$ cat config.mk
export PLATFORM = sky130hd
export DESIGN_NAME = led_shift_driver
export DESIGN_NICKNAME = d
export VERILOG_FILES = /design/src/rtl/display_pkg.sv /design/src/rtl/sclk_tick_gen.sv /design/src/rtl/led_shift_driver.sv
export SDC_FILE = /design/constraint.sdc
export NUM_CORES = 1
export LEC_CHECK = 0
export CORE_MARGIN = 10
export CORE_UTILIZATION = 45
export DETAILED_ROUTE_END_ITERATION = 10
export PLACE_DENSITY = 0.67
export SYNTH_ARGS = -nofsm -noshare
export SYNTH_HDL_FRONTEND = slang
export SYNTH_SLANG_ARGS = --single-unit
$ cat constraint.sdc
create_clock -name clk -period 4.3 [get_ports clk]
set_input_delay 0.86 -clock clk [delete_from_list [all_inputs] [get_ports clk]]
set_output_delay 0.86 -clock clk [all_outputs]
set_load 0.05 [all_outputs]
$ cat src/rtl/display_pkg.sv
// Shared definitions for the front-panel display path: frame geometry,
// sequencer state encoding and fixed phase lengths.
package display_pkg;

    localparam int ROW_W         = 24;
    localparam int FRAME_W       = 3 * ROW_W;
    localparam int CLEAR_CYCLES  = 4;
    localparam int SETTLE_CYCLES = 3;

    typedef enum logic [2:0] {
        ST_CLEAR   = 3'd0,
        ST_SETTLE  = 3'd1,
        ST_CAPTURE = 3'd2,
        ST_BLANK   = 3'd3,
        ST_SHIFT   = 3'd4,
        ST_LOAD    = 3'd5,
        ST_HOLD    = 3'd6
    } disp_state_e;

endpackage

$ cat src/rtl/sclk_tick_gen.sv
// Restartable clock divider: one-cycle tick every CLK_DIV enabled cycles,
// counter parked at zero while disabled or restarted.
module sclk_tick_gen
    import display_pkg::*;
#(
    parameter int CLK_DIV = 2
) (
    input  logic clk,
    input  logic rst_n,
    input  logic en,
    input  logic restart,
    output logic tick
);

    localparam int DIV_W = (CLK_DIV > 1) ? $clog2(CLK_DIV) : 1;
    localparam logic [DIV_W-1:0] DIV_LAST = DIV_W'(CLK_DIV - 1);

    logic [DIV_W-1:0] cnt_d;
    logic [DIV_W-1:0] cnt_q;

    // Next divider count and terminal-count tick.
    always_comb begin
        tick  = 1'b0;
        cnt_d = cnt_q;
        if (restart || !en) begin
            cnt_d = '0;
        end else if (cnt_q == DIV_LAST) begin
            tick  = 1'b1;
            cnt_d = '0;
        end else begin
            cnt_d = cnt_q + DIV_W'(1);
        end
    end

    // Divider count register.
    always_ff @(posedge clk or negedge rst_n) begin
        if (!rst_n) begin
            cnt_q <= '0;
        end else begin
            cnt_q <= cnt_d;
        end
    end

endmodule

$ cat src/rtl/led_shift_driver.sv
// Serialises a 72-bit display frame into daisy-chained 595-style registers
// and paces digit dwell time. Optional anti-ghosting blank: DISPLAY_BLANK_EN.
module led_shift_driver #(
    parameter int CLK_DIV    = 2,
    parameter int DIGIT_HOLD = 1000,
    parameter int FRAME_W    = display_pkg::FRAME_W
) (
    input  logic               clk,
    input  logic               rst_n,
    input  logic [FRAME_W-1:0] display_bits,
    output logic               timer_overflow,
    output logic               sclk,
    output logic               sdata,
    output logic               sload,
    output logic               sclr_n
);
    import display_pkg::*;

    localparam int HOLD_W = $clog2(DIGIT_HOLD + 1);
    localparam logic [HOLD_W-1:0] HOLD_LAST = HOLD_W'(DIGIT_HOLD - 1);

    disp_state_e        state_d, state_q;
    logic [2:0]         seq_d, seq_q;
    logic [HOLD_W-1:0]  hold_d, hold_q;
    logic [6:0]         bit_d, bit_q;
    logic [1:0]         phase_d, phase_q;
    logic [FRAME_W-1:0] shadow_d, shadow_q;
    logic               sclk_d, sclk_q;
    logic               sdata_d, sdata_q;
    logic               sload_d, sload_q;
    logic               sclr_n_d, sclr_n_q;
    logic               ovf_d, ovf_q;
    logic               div_en_s;
    logic               tick_s;

    assign div_en_s = (state_q == ST_BLANK) || (state_q == ST_SHIFT) || (state_q == ST_LOAD);

    sclk_tick_gen #(.CLK_DIV(CLK_DIV)) u_tick (
        .clk     (clk),
        .rst_n   (rst_n),
        .en      (div_en_s),
        .restart (state_q == ST_CAPTURE),
        .tick    (tick_s)
    );

    // Sequencer next state; outputs are decoded from the next state so the
    // registered pins line up exactly with the state they belong to.
    always_comb begin
        state_d  = state_q;
        seq_d    = seq_q;
        hold_d   = hold_q;
        bit_d    = bit_q;
        phase_d  = phase_q;
        shadow_d = shadow_q;
        case (state_q)
            ST_CLEAR: begin
                if (seq_q == 3'(CLEAR_CYCLES - 1)) begin
                    state_d = ST_SETTLE;
                    seq_d   = 3'd0;
                end else begin
                    seq_d = seq_q + 3'd1;
                end
            end
            ST_SETTLE: begin
                if (seq_q == 3'(SETTLE_CYCLES - 1)) begin
                    state_d = ST_CAPTURE;
                    seq_d   = 3'd0;
                end else begin
                    seq_d = seq_q + 3'd1;
                end
            end
            ST_CAPTURE: begin
                shadow_d = display_bits;
                bit_d    = 7'(FRAME_W - 1);
                phase_d  = 2'd0;
`ifdef DISPLAY_BLANK_EN
                state_d  = ST_BLANK;
`else
                state_d  = ST_SHIFT;
`endif
            end
`ifdef DISPLAY_BLANK_EN
            // Four quarter-slots: two with the chain cleared, two latching zeros.
            ST_BLANK: begin
                if (tick_s) begin
                    phase_d = phase_q + 2'd1;
                    if (phase_q == 2'd3) begin
                        state_d = ST_SHIFT;
                    end else begin
                        state_d = ST_BLANK;
                    end
                end else begin
                    phase_d = phase_q;
                end
            end
`endif
            ST_SHIFT: begin
                if (!tick_s) begin
                    phase_d = phase_q;
                end else if (!phase_q[0]) begin
                    phase_d = 2'd1;
                end else if (bit_q == 7'd0) begin
                    phase_d = 2'd0;
                    state_d = ST_LOAD;
                end else begin
                    phase_d = 2'd0;
                    bit_d   = bit_q - 7'd1;
                end
            end
            ST_LOAD: begin
                if (!tick_s) begin
                    phase_d = phase_q;
                end else if (phase_q[0]) begin
                    phase_d = 2'd0;
                    hold_d  = '0;
                    state_d = ST_HOLD;
                end else begin
                    phase_d = 2'd1;
                end
            end
            ST_HOLD: begin
                if (hold_q == HOLD_LAST) begin
                    hold_d  = '0;
                    seq_d   = 3'd0;
                    state_d = ST_SETTLE;
                end else begin
                    hold_d = hold_q + HOLD_W'(1);
                end
            end
            default: begin
                state_d = ST_CLEAR;
                seq_d   = 3'd0;
            end
        endcase

        sclk_d   = (state_d == ST_SHIFT) && phase_d[0];
        sdata_d  = (state_d == ST_SHIFT) ? shadow_d[bit_d] : 1'b0;
        sload_d  = (state_d == ST_LOAD) || ((state_d == ST_BLANK) && phase_d[1]);
        sclr_n_d = !((state_d == ST_CLEAR) || ((state_d == ST_BLANK) && !phase_d[1]));
        ovf_d    = (state_d == ST_HOLD) && (hold_d == HOLD_LAST);
    end

    // State, counters, shadow frame and output registers.
    always_ff @(posedge clk or negedge rst_n) begin
        if (!rst_n) begin
            state_q  <= ST_CLEAR;
            seq_q    <= 3'd0;
            hold_q   <= '0;
            bit_q    <= 7'd0;
            phase_q  <= 2'd0;
            shadow_q <= '0;
            sclk_q   <= 1'b0;
            sdata_q  <= 1'b0;
            sload_q  <= 1'b0;
            sclr_n_q <= 1'b0;
            ovf_q    <= 1'b0;
        end else begin
            state_q  <= state_d;
            seq_q    <= seq_d;
            hold_q   <= hold_d;
            bit_q    <= bit_d;
            phase_q  <= phase_d;
            shadow_q <= shadow_d;
            sclk_q   <= sclk_d;
            sdata_q  <= sdata_d;
            sload_q  <= sload_d;
            sclr_n_q <= sclr_n_d;
            ovf_q    <= ovf_d;
        end
    end

    assign sclk           = sclk_q;
    assign sdata          = sdata_q;
    assign sload          = sload_q;
    assign sclr_n         = sclr_n_q;
    assign timer_overflow = ovf_q;

endmodule

== Word level (Yosys, flattened, before mapping) ==
Index checks and enable logic that the tools add are counted.

* Memory bits (read-only): 0
* Bits in latches: 0
* Bits of input ports: 74
* Output and inout port bits: 5
* Register bits: 103
* Memory bits (writable): 0
* Memories kept: 0

* Eq/ne operators: 15
* Add/subtract/negate cells: 4
* Bitwise operators: 1
* Shift-type cells: 0
* Multipliers: 0
* Multiplexer cells: 32
* Reduce and logical (&&, ||, !) cells: 18
* Magnitude comparators: 1
* Div/mod/pow operators: 0

{| class="wikitable"
|+ Operators by type and width
! kind !! count
|-
| $mux W72 || 1
|-
| $mux W3 || 11
|-
| $mux W10 || 3
|-
| $mux W7 || 3
|-
| $eq A10 B10 Y1 const B || 2
|-
| $pmux W10 S2 || 1
|-
| $eq A3 B3 Y1 const B || 6
|-
| $pmux W3 S6 || 1
|-
| $eq A3 B2 Y1 const B || 5
|-
| $pmux W7 S2 || 1
|-
| $pmux W3 S4 || 1
|-
| $add A10 B1 Y10 const B || 1
|-
| $lt A7 B8 Y1 const B || 1
|-
| $bmux W1 S7 || 1
|-
| $logic_not A7 Y1 || 1
|-
| $mux W1 || 7
|-
| $sub A7 B1 Y7 const B || 1
|-
| $logic_not A3 Y1 || 2
|-
| $logic_or A1 B1 Y1 || 5
|-
| $logic_and A1 B1 Y1 || 4
|-
| $pmux W2 S2 || 1
|-
| $add A3 B1 Y3 const B || 1
|-
| $eq A3 B1 Y1 const B || 1
|-
| $logic_not A1 Y1 || 3
|-
| 7 further kinds || 7
|}

== Logic depth before layout (Yosys ltp) ==
Gate-level depths: netlist of run 1.

* Depth in word-level cells: 12
* Mapped depth: 13
* Depth with buffers taken out: 12

== Hierarchy ==
Synthesis of run 1 repeated with hierarchy kept, for this count alone.

* Cell total of the unflattened synthesis: 438
* Area total of the unflattened synthesis: 5220.0 µm²

{| class="wikitable"
|+ By module, submodules not included
! module !! instances !! area an instance (µm²) !! cells an instance !! seq. area each (µm²)
|-
| led_shift_driver || 1 || 5173.7 || 435 || 2527.4
|-
| sclk_tick_gen || 1 || 46.3 || 3 || 25.0
|}

== Worst setup path before layout of run 1 ==
OpenSTA, ideal clock, no wires.

* Kind: flip-flop to flip-flop
* Start: register bit_q[0]
* End: register sdata_q (netlist: sdata)
* Path buffers: 1
* Setup slack: 1287 ps
* Cell stages (with the launch flop): 13
* Arrival: 2933 ps
* Library setup time: 80 ps
* Path through: dfrtp_1 -> inv_1 -> ha_1 -> nor2b_1 -> a2111oi_4 -> mux2i_4 -> buf_6 -> mux2i_1 -> mux2_2 -> mux4_2 -> a22oi_1 -> nor2_1 -> o22ai_2

* Longest elaborated chain between the ends: 8
* Elaborated cells on any way between the ends: 14

{| class="wikitable"
|+ Ends and longest elaborated chain
! element !! RTL line !! source
|-
| start, declared || led_shift_driver.sv:25 || <nowiki>logic [6:0] bit_d, bit_q;</nowiki>
|-
| start signal, assigned || led_shift_driver.sv:161 || <nowiki>bit_q <= bit_d;</nowiki>
|-
| $sub A7 B1 Y7 or $logic_not A7 Y1 (tied branches) || led_shift_driver.sv:107, led_shift_driver.sv:102 ||
|-
| $mux W7 || led_shift_driver.sv:102 || <nowiki>end else if (bit_q == 7'd0) begin</nowiki>
|-
| $mux W7 || led_shift_driver.sv:100 || <nowiki>end else if (!phase_q[0]) begin</nowiki>
|-
| $mux W7 || led_shift_driver.sv:98 || <nowiki>if (!tick_s) begin</nowiki>
|-
| $pmux W7 S2 || led_shift_driver.sv:55 || <nowiki>case (state_q)</nowiki>
|-
| $bmux W1 S7 || led_shift_driver.sv:137 || <nowiki>sdata_d = (state_d == ST_SHIFT) ? shadow_d[bit_d] : 1'b0;</nowiki>
|-
| $mux W1 (not written as such) || led_shift_driver.sv:137 ||
|-
| $mux W1 * || led_shift_driver.sv:137 ||
|-
| via sdata_d || led_shift_driver.sv:29 || <nowiki>logic sdata_d, sdata_q;</nowiki>
|-
| end signal, assigned || led_shift_driver.sv:165 || <nowiki>sdata_q <= sdata_d;</nowiki>
|-
| end, declared || led_shift_driver.sv:29 ||
|}

Mark *: on every way through the listed nets, which the timed path passes. The rest lies on a longest branch. The select of a mux whose other input is x is not followed.
A chain may end at the register's enable or synchronous reset.

== Final worst setup path of run 1 ==
Same ends and word-level chain as after synthesis.

==> metrics, run 1 <==
Post-Layout Cell Count between 600 and 700; initial antenna violation count 0; CP peak stage delay ~0.72 ns; RSZ-0062 raised after global routing false; Yosys cell types between 50 and 60; Setup WS post-layout about 0.7 ns; Tcrit/Tclk final 0.8332; router iterations before antenna repair 4; Synth Flop Type dfrtp_1; vias in the first global route between 3,000 and 4,000; # resized after CTS 0; Hold Buf Count CTS 0; part of the power in combinational logic 0.078; Buf/Inv on CP 2; Cell Area, Synth around 0.0052 mm2; startpoint types flip-flop; P per Cell Area slightly above 300 mW/mm2; die height 127.7 um; CTS Buffer Depth 2; Area Growth Syn to Fin 23.21%; 1st-iter DRT viols roughly 300; most frequent cells in the layout dfrtp_1 (103), mux2_2 (84), clkdlybuf4s50_1 (77), mux2i_1 (31), nor2_1 (27); Detail Route Antenna Nets 0; critical path class reg2reg; Sink Count ~100; Port Buffers 78; gpl congestion around 0.84; Nets around 590; Total GRT Usage 0.1400; DR vias 3,564; die area around 0.016 mm2; sequential cell area fraction in the yosys report 0.4939; final max-slew violation count 0; Ant. Diodes 0; Vias/cell ~5.4; final setup vio count 0; switching fraction of total power 0.2198; total power about 2000 uW; commonest non-fill, non-tap cell in the layout dfrtp_1; maximum number of pins on one net before global-route repair 91; core region area between 0.01 and 0.015 mm2; crit end category flip-flop; Critical Path, Cell by Cell inv_1 > ha_1 > nor2b_1 > a2111oi_4 > mux2i_4 > buf_4 > mux2i_1 > mux2_1 > mux2_1 > a22oi_1 > nor2_1 > o22ai_2; crit path time final 3.583 ns; syn nets roughly 520; Finished Core Util 0.5655; TritonCTS Buffers 9; MaxCap Viol Count 0; Post-CTS Setup Bufs 0; met1 Resource Use GR 0.1813; EDFF count, synth 0; Async SR Flop Fraction 1.000; placed cell count 640; initial core utilization 0.4590; DP HPWL approximately 8000 um; global-route wire length before repair 18,720 um; internal power component ~1600 uW; GR Util met3 0.03143; Synth Area per Inst about 12 um2; outcome finished, final reports clean; htree depth 3; Synth Warn # 0; Fillers around 980; DRC viols 0; Max VDD drop roughly 0.18 mV; clk root buf clkbuf_16; Required @ worst endpoint roughly 4.6 ns; Worst path slowest cell mux2i_4; critical path's most frequent cell mux2_1; measured slew at the worst slew-check pin 1.130 ns; IO Count slightly below 80; Hold/Removal Path Class reg2reg; Psw ~440 uW; Clk pwr share 0.417; clk_skew roughly 0.0057 ns; Hold Vio Cnt, Final 0; Sum Neg Setup Slack 0 ns; worst slack, placed a little under 0.8 ns; Worst slew margin 0.2468; Post-Synthesis Cells roughly 440; share of layout cells above drive strength 1 0.2398; CP top delay family multiplexers; TritonCTS clock tree built; Synth Register Bits ~100; clock slew at the register clock pins of the worst setup and hold paths around 0.07 ns; GRT busiest layer met2; P_leak approximately 0.0026 uW; grt ovf 0; chip width around 130 um; register share of total power 0.506; Site Rows 39; later-pin clock latency in the skew report 0.35 ns; f_max approximately 0.28 GHz; Post-Route WL 11,360 um; Avg WL per Cell 17.31 um; met2 Usage GRT 0.2254; Max Fanout on Critical Path 15; critical path arrival just under 4 ns
## worst paths after layout
path	start	to	slack [ns]	cells past startpoint
hold reg to reg	shadow_q[16]	shadow_q[16]	0.50	1
setup / recovery	bit_q[0]	sdata	0.72	12
min in group asynchronous	rst_n	shadow_q[5]	0.72	1
hold / removal	shadow_q[16]	shadow_q[16]	0.50	1
max in group asynchronous	rst_n	timer_overflow	2.76	2
setup reg to reg	bit_q[0]	sdata	0.72	12
## metrics by stage
step	cell area, um2	hold WS (ns)
floorplan	5219	0.4587
global placement	6126	0.4787
detailed placement	6126	0.4843
CTS	6430	0.5007
global route	6430	0.5158
finish	6430	0.4957
## synthesized netlist by cell type (all sizes together), types with 7 or more instances
master,number,area share
mux2i,32,0.064
ha,7,0.017
dfrtp,103,0.49
o21ai,25,0.024
mux2,88,0.19
nand2,24,0.017
buf,18,0.020
nand3,11,0.011
nor2b,9,0.011
nor2,27,0.019
a21oi,9,0.0086
inv,11,0.0079
## power groups by stage
stage          logic (uW)  clock network (uW)  registers (uW)
6_report              156                 833            1010
5_1_grt               171                 899            1010
2_1_floorplan        55.8                   0            1030
3_5_place_dp          158                   0            1030
3_3_place_gp          156                   0            1030
4_1_cts               159                 863            1010
## cells by family after synthesis
| logic type | synth area share |
|---|---|
| multiplexers | 0.2752 |
| flip-flops | 0.4939 |
| AND/OR/NAND/NOR | 0.09686 |
| AO/OA/AOI/OAI | 0.08080 |
| buffers and inverters | 0.03308 |
| adder cells (fa/ha/maj) | 0.01678 |
| XOR/XNOR | 0.003357 |
## flip-flops by register name (all words and copies together) (netlist names)
name and count:
shadow_q 72, hold_q 10, bit_q 7, seq_q 3
state_q 3, phase_q 2, sclk 1, sclr_n 1
sdata 1, sload 1, timer_overflow 1, u_tick.cnt_q 1
## per-layer routing
metal | part of all wire | vias up
met4 | 0.012 | 0
met1 | 0.46 | 1755
met3 | 0.043 | 10
met5 | 0 | -
li1 | - | 1719
met2 | 0.48 | 80
## final cells by class
type	count	area, um2	share of cell area
Clock buffer	9	225.2	0.03503
Clock inverter	7	78.83	0.01226
Inverter	12	45.04	0.007005
Multi-Input combinational cell	297	2481	0.3859
Sequential cell	103	2577	0.4009
Tap cell	143	178.9	0.02783
Timing Repair Buffer	85	843.3	0.1312
No activity file was read; power rests on OpenSTA's default activity.
==> run 2, diff against run 1 <==
--- a/config.mk
+++ b/config.mk
@@ -8,7 +8,7 @@
 export CORE_MARGIN = 10
 export CORE_UTILIZATION = 45
 export DETAILED_ROUTE_END_ITERATION = 10
-export PLACE_DENSITY = 0.67
+export PLACE_DENSITY = 0.7
 export SYNTH_ARGS = -nofsm -noshare
 export SYNTH_HDL_FRONTEND = slang
 export SYNTH_SLANG_ARGS = --single-unit
==> constraint.sdc (replaced) <==
create_clock -name clk -period 2.95 [get_ports clk]
set_input_delay 0.59 -clock clk [delete_from_list [all_inputs] [get_ports clk]]
set_output_delay 0.59 -clock clk [all_outputs]
set_load 0.05 [all_outputs]
==> run 2 against run 1 <==
  * The run now ends with setup timing left
  * Clock skew up 0.0033 ns
  * Die area stayed put
  * Clock power is 40% higher
  * Critical path depth grew 1
  * Largest power group unchanged
==> metrics, run 2 (synthesis results as in run 1) <==
TritonCTS Buffers 9 (unchanged); P per Cell Area 425.7 mW/mm2 (+37%); core region area 0.01137 mm2 (unchanged); global-route wire length before repair 19,680 um (+5.1%); Site Rows 39 (unchanged); P_leak 0.002782 uW (+7.3%); Ant. Diodes 0 (unchanged); DRC viols 0 (unchanged); Port Buffers 78 (unchanged); initial core utilization 0.4590 (unchanged); Setup WS post-layout -0.002188 ns (-0.7195 ns); crit path time final 2.952 ns (-0.6305 ns); Post-Route WL 11,690 um (+2.9%); Sink Count 103 (unchanged); router iterations before antenna repair 4 (unchanged); gpl congestion 0.8468 (+1.1%); max reg flops 72 (unchanged); r2r startpoint bit_q[0]; CP startpoint bit_q[0]; most frequent cells in the layout dfrtp_1 (103), mux2_2 (82), clkdlybuf4s50_1 (77), buf_4 (32), mux2i_1 (30); Total GRT Usage 0.1449 (+0.004885); clk_skew 0.009059 ns (+0.003316 ns); clk root buf clkbuf_16; die area 0.01630 mm2 (unchanged); maximum number of pins on one net before global-route repair 43 (-53%); Tcrit/Tclk final 1.001 (+0.1676); Top Registers shadow_q x72, hold_q x10, bit_q x7; vias in the first global route 3,839 (+3.7%); critical path arrival 3.22 ns (-0.63 ns); Required @ worst endpoint 3.22 ns (-1.35 ns); die height 127.7 um (unchanged); final setup vio count 1 (+1); initial antenna violation count 0 (unchanged); clock slew at the register clock pins of the worst setup and hold paths 0.07 ns (about the same); Biggest register shadow_q; chip width 127.7 um (unchanged); Vias/cell 5.301 (-2.4%); crit end category flip-flop; Hold Vio Cnt, Final 0 (unchanged); TritonCTS clock tree built; storage element area 0.002577 mm2 (unchanged); MaxCap Viol Count 0 (unchanged); Hold/Removal Path Class in2async; RSZ-0062 raised after global routing true; 1st-iter DRT viols 281 (-6.0%); grt ovf 0 (unchanged); final max-slew violation count 0 (unchanged); f_max 0.3387 GHz (+21%); Fillers 926 (-5.4%); Area Growth Syn to Fin 29.44%; Max VDD drop 0.2532 mV (+42%); Worst slew margin 0.5457 (+0.2989); DP Area 0.006351 mm2 (+3.7%); later-pin clock latency in the skew report 0.35 ns (about the same); Avg WL per Cell 17.01 um (-1.7%); measured slew at the worst slew-check pin 0.6726 ns (-0.4572 ns); share of layout cells above drive strength 1 0.3033 (+0.06354); IO Count 79 (unchanged); Max Fanout on Critical Path 8 (-7); Detail Route Antenna Nets 0 (unchanged); Nets 620 (+5.3%); flop2flop setup slack -0.002 ns (-0.72 ns); commonest non-fill, non-tap cell in the layout dfrtp_1; DP HPWL 8718 um (+9.3%); htree depth 3 (unchanged); post-route cell area 0.006755 mm2 (+5.1%); critical path class reg2reg; Hold Buf Count CTS 0 (unchanged); outcome finished with violations; area occupied by multi-input gates 0.002541 mm2 (+2.4%); failing checks setup timing; CTS Buffer Depth 2 (unchanged); DR vias 3,642 (+2.2%); Sum Neg Setup Slack -0.002188 ns (-0.002188 ns); startpoint types flip-flop
## run 2: cell count changes in the layout (fill, tap and decap cells not counted), sizes merged
cell	before	now
buf	8	39
clkinv	2	4
clkinvlp	2	0
bufinv	1	0
inv	14	15
## run 2: report_power, final
part	total (uW)	switching, uW	internal [uW]
combinational	235	85.8	149
sequential	1470	12.0	1460
clock	1170	575	593
total	2880	673	2200
## run 2: repair_timing
action                                  4_1_cts  5_1_grt
setup buffers                                 3        3
gates resized for setup                      12        6
cloned                                        0        0
pin swaps                                     6        5
endpoints found under the setup margin        1        1
## run 2: critical path, cell delays in order, from the launching register on
cell and delay [ns]:
dfrtp_1 0.36, inv_2 0.06, ha_4 0.15, nor2b_4 0.13, a2111oi_4 0.40, mux2i_4 0.33, buf_6 0.18, buf_4 0.12
mux2i_1 0.06, mux2_2 0.25, mux2_4 0.28, a311oi_2 0.24, o2111ai_2 0.16, o22ai_2 0.13
## run 2: final timing paths
| check | end | cells after the start |
|---|---|---|
| worst min register to register | shadow_q[16] | 1 |
| max in group asynchronous | shadow_q[71] | 2 |
| min in group clk | shadow_q[16] | 1 |
| worst max register to register | sdata | 13 |
| worst min-delay path | shadow_q[1] | 1 |
| worst max-delay path | sdata | 13 |
## run 2: per-stage QoR
step	setup WS (ns)	utilization	power [uW]	hold WS [ns]	std cells
after floorplan	0.004410	-	1581	0.2944	436
after global placement	0.04394	0.5586	1729	0.4783	665
after detailed placement	-0.09653	0.5586	1737	0.4838	665
after CTS	-0.02760	0.5902	2896	0.2408	684
after global routing	-0.1009	0.5941	2996	0.2502	687
final	-0.002188	0.5941	2876	0.2159	687
## run 2: cell type report
type | instances | area share
Clock buffer | 9 | 0.03334
Clock inverter | 7 | 0.009261
Inverter | 12 | 0.006668
Multi-Input combinational cell | 297 | 0.3762
Sequential cell | 103 | 0.3816
Tap cell | 143 | 0.02649
Timing Repair Buffer | 116 | 0.1665
## run 2: metal layers
layer,up-vias,part of all wire,track usage
li1,1782,-,-
met1,1775,0.48,0.1950
met2,74,0.47,0.2312
met3,11,0.036,0.02936
met4,0,0.013,0.04172
met5,-,0,0
==> run 3, diff against run 2 <==
--- a/config.mk
+++ b/config.mk
@@ -6,9 +6,9 @@
 export NUM_CORES = 1
 export LEC_CHECK = 0
 export CORE_MARGIN = 10
-export CORE_UTILIZATION = 45
+export CORE_UTILIZATION = 49
 export DETAILED_ROUTE_END_ITERATION = 10
-export PLACE_DENSITY = 0.7
+export PLACE_DENSITY = 0.75
 export SYNTH_ARGS = -nofsm -noshare
 export SYNTH_HDL_FRONTEND = slang
 export SYNTH_SLANG_ARGS = --single-unit
==> run 3 against run 2 <==
  * The run still ends with setup timing left
  * Clock power decreased by 28%
  * Highest routed layer unchanged
  * Sequential power about the same
  * Critical path depth decreased by 1
  * Largest cell class unchanged
  * Maximum frequency decreased by 3.5%
  * Final area decreased by 1.4%
  * Clock skew increased by 0.0047 ns
  * Non-clock buffer count increased by 3
==> metrics, run 3 (synthesis results as in run 1) <==
outcome finished with violations; failing checks setup timing; register share of total power 0.578 (+0.066); router iterations before antenna repair 4 (unchanged); DRC viols 0 (unchanged); startpoint types flip-flop; Nets 623 (+0.48%); RSZ-0062 raised after global routing true; Critical Path, Cell by Cell inv_2 > ha_4 > nor2b_4 > a2111oi_4 > mux2i_4 > clkbuf_16 > mux2i_1 > mux2_4 > mux4_2 > a22oi_2 > nor2_1 > o22ai_2; clk_skew 0.01377 ns (+0.004707 ns); P_leak 0.002737 uW (-1.6%); core region area 0.01037 mm2 (-8.8%); Hold/Removal Path Class in2async; most frequent cells in the layout dfrtp_1 (103), mux2_2 (83), clkdlybuf4s50_1 (77), buf_4 (36), mux2i_1 (31); gpl congestion 0.8578 (+1.3%); Detail Route Antenna Nets 0 (unchanged); hold slack 0.1701 ns (-0.04584 ns); Post-Route WL 11,980 um (+2.5%); Clk pwr share 0.330 (-0.076); Buf/Inv on CP 2 (-1); Finished Core Util 0.6424 (+0.04823); Ant. Diodes 0 (unchanged); measured slew at the worst slew-check pin 0.8950 ns (+0.2224 ns); CTS Buffer Depth 2 (unchanged); Worst slew margin 0.3955 (-0.1502); 1st-iter DRT viols 277 (-1.4%); CP top delay family multiplexers; TritonCTS clock tree built; TritonCTS Buffers 9 (unchanged); DP HPWL 8928 um (+2.4%); commonest non-fill, non-tap cell in the layout dfrtp_1; initial antenna violation count 0 (unchanged); Biggest register shadow_q; Max Fanout on Critical Path 8 (unchanged); Tcrit/Tclk final 1.038 (+0.03680); critical path class reg2reg; Worst path slowest cell mux4_2; Top Registers shadow_q x72, hold_q x10, bit_q x7; Hold Vio Cnt, Final 0 (unchanged); Port Buffers 78 (unchanged); critical path arrival 3.35 ns (+0.13 ns); global-route wire length before repair 19,710 um (+0.14%); grt ovf 0 (unchanged); Total GRT Usage 0.1615 (+0.01662); initial core utilization 0.5033 (+0.04425); Area Growth Syn to Fin 27.64%; crit path time final 3.061 ns (+0.1086 ns); max reg flops 72 (unchanged); final max-slew violation count 0 (unchanged); Setup WS post-layout -0.1108 ns (-0.1086 ns); Psw 613.8 uW (-8.8%); later-pin clock latency in the skew report 0.38 ns (+0.03 ns); Fillers 824 (-11%); Avg WL per Cell 17.54 um (+3.1%); die area 0.01518 mm2 (-6.9%); DR vias 3,690 (+1.3%); vias in the first global route 3,987 (+3.9%); crit end category flip-flop; Vias/cell 5.403 (+1.9%); MaxCap Viol Count 0 (unchanged); Site Rows 37 (-5.1%); P per Cell Area 382.7 mW/mm2 (-10%); clk root buf clkbuf_8; Required @ worst endpoint 3.24 ns (+0.02 ns); IO Count 79 (unchanged); Sum Neg Setup Slack -0.1108 ns (-0.1086 ns); die height 123.2 um (-3.5%); switching fraction of total power 0.2408 (+0.006634); internal power component 1935 uW (-12%); final setup vio count 1 (unchanged); share of layout cells above drive strength 1 0.2998 (-0.003492); CP peak stage delay 0.49 ns (+0.09 ns); flop2flop setup slack -0.11 ns (-0.11 ns); htree depth 3 (unchanged); Max VDD drop 0.2486 mV (-1.8%); part of the power in combinational logic 0.092 (+0.010); clock slew at the register clock pins of the worst setup and hold paths 0.11 ns (+0.04 ns); maximum number of pins on one net before global-route repair 63 (+47%); f_max 0.3267 GHz (-3.5%); Sink Count 103 (unchanged); chip width 123.2 um (-3.5%)
-- run 3: worst register-to-register path, stage by stage, from the launching register on --
cell and delay [ns]:
dfrtp_1 0.38, inv_2 0.06, ha_4 0.15, nor2b_4 0.13, a2111oi_4 0.45, mux2i_4 0.38, clkbuf_16 0.22, mux2i_1 0.08
mux2_4 0.25, mux4_2 0.49, a22oi_2 0.20, nor2_1 0.08, o22ai_2 0.12
-- run 3: cell type report --
cell class,instances,area (um2),share of cell area
clock inverters,6,55.05,0.008264
flip-flops and latches,103,2577,0.3869
clock buffers,10,127.6,0.01916
inverters,12,45.04,0.006762
well taps,136,170.2,0.02554
multi-input cells,297,2529,0.3796
repair buffers,119,1157,0.1737
-- run 3: path summary, 6_finish.rpt --
kind,to,startpoint,depth (start not counted)
setup / recovery,sdata,bit_q[0],12
hold / removal,shadow_q[5],rst_n,1
setup reg to reg,sdata,bit_q[0],12
hold reg to reg,shadow_q[68],shadow_q[68],1
max in group asynchronous,seq_q[1],rst_n,2
min in group clk,shadow_q[68],shadow_q[68],1
-- run 3: power by group through the flow --
stage               sequential (uW)  combinational [uW]  clock, uW
floorplan                      1500                81.3          0
global placement               1500                 229          0
detailed placement             1500                 235          0
CTS                            1470                 237        875
global route                   1480                 257        932
finish                         1470                 234        842
-- run 3: per-stage QoR --
| step | instances | total power [uW] | cell area [um2] | setup WS (ns) |
|---|---|---|---|---|
| after floorplan | 436 | 1581 | 5219 | 0.004410 |
| after global placement | 658 | 1727 | 6330 | 0.03457 |
| after detailed placement | 658 | 1737 | 6330 | -0.1173 |
| after CTS | 674 | 2585 | 6516 | -0.1310 |
| after global routing | 683 | 2667 | 6661 | -0.2711 |
| final | 683 | 2549 | 6661 | -0.1108 |
-- run 3: layer usage --
| metal | GRT usage | vias to the layer above | wire, um |
|---|---|---|---|
| met5 | 0 | - | 0 |
| met1 | 0.2030 | 1818 | 5241 |
| met4 | 0.05313 | 0 | 174 |
| met2 | 0.2743 | 78 | 6055 |
| li1 | - | 1781 | - |
| met3 | 0.03054 | 13 | 510 |
-- run 3: what timing repair did --
item                                    CTS  global route
pin swaps                                 0             7
hold buffers                              0             0
resized for setup                         1            11
buffers inserted                          0             8
endpoints found under the setup margin    1             1
cloned                                    0             1
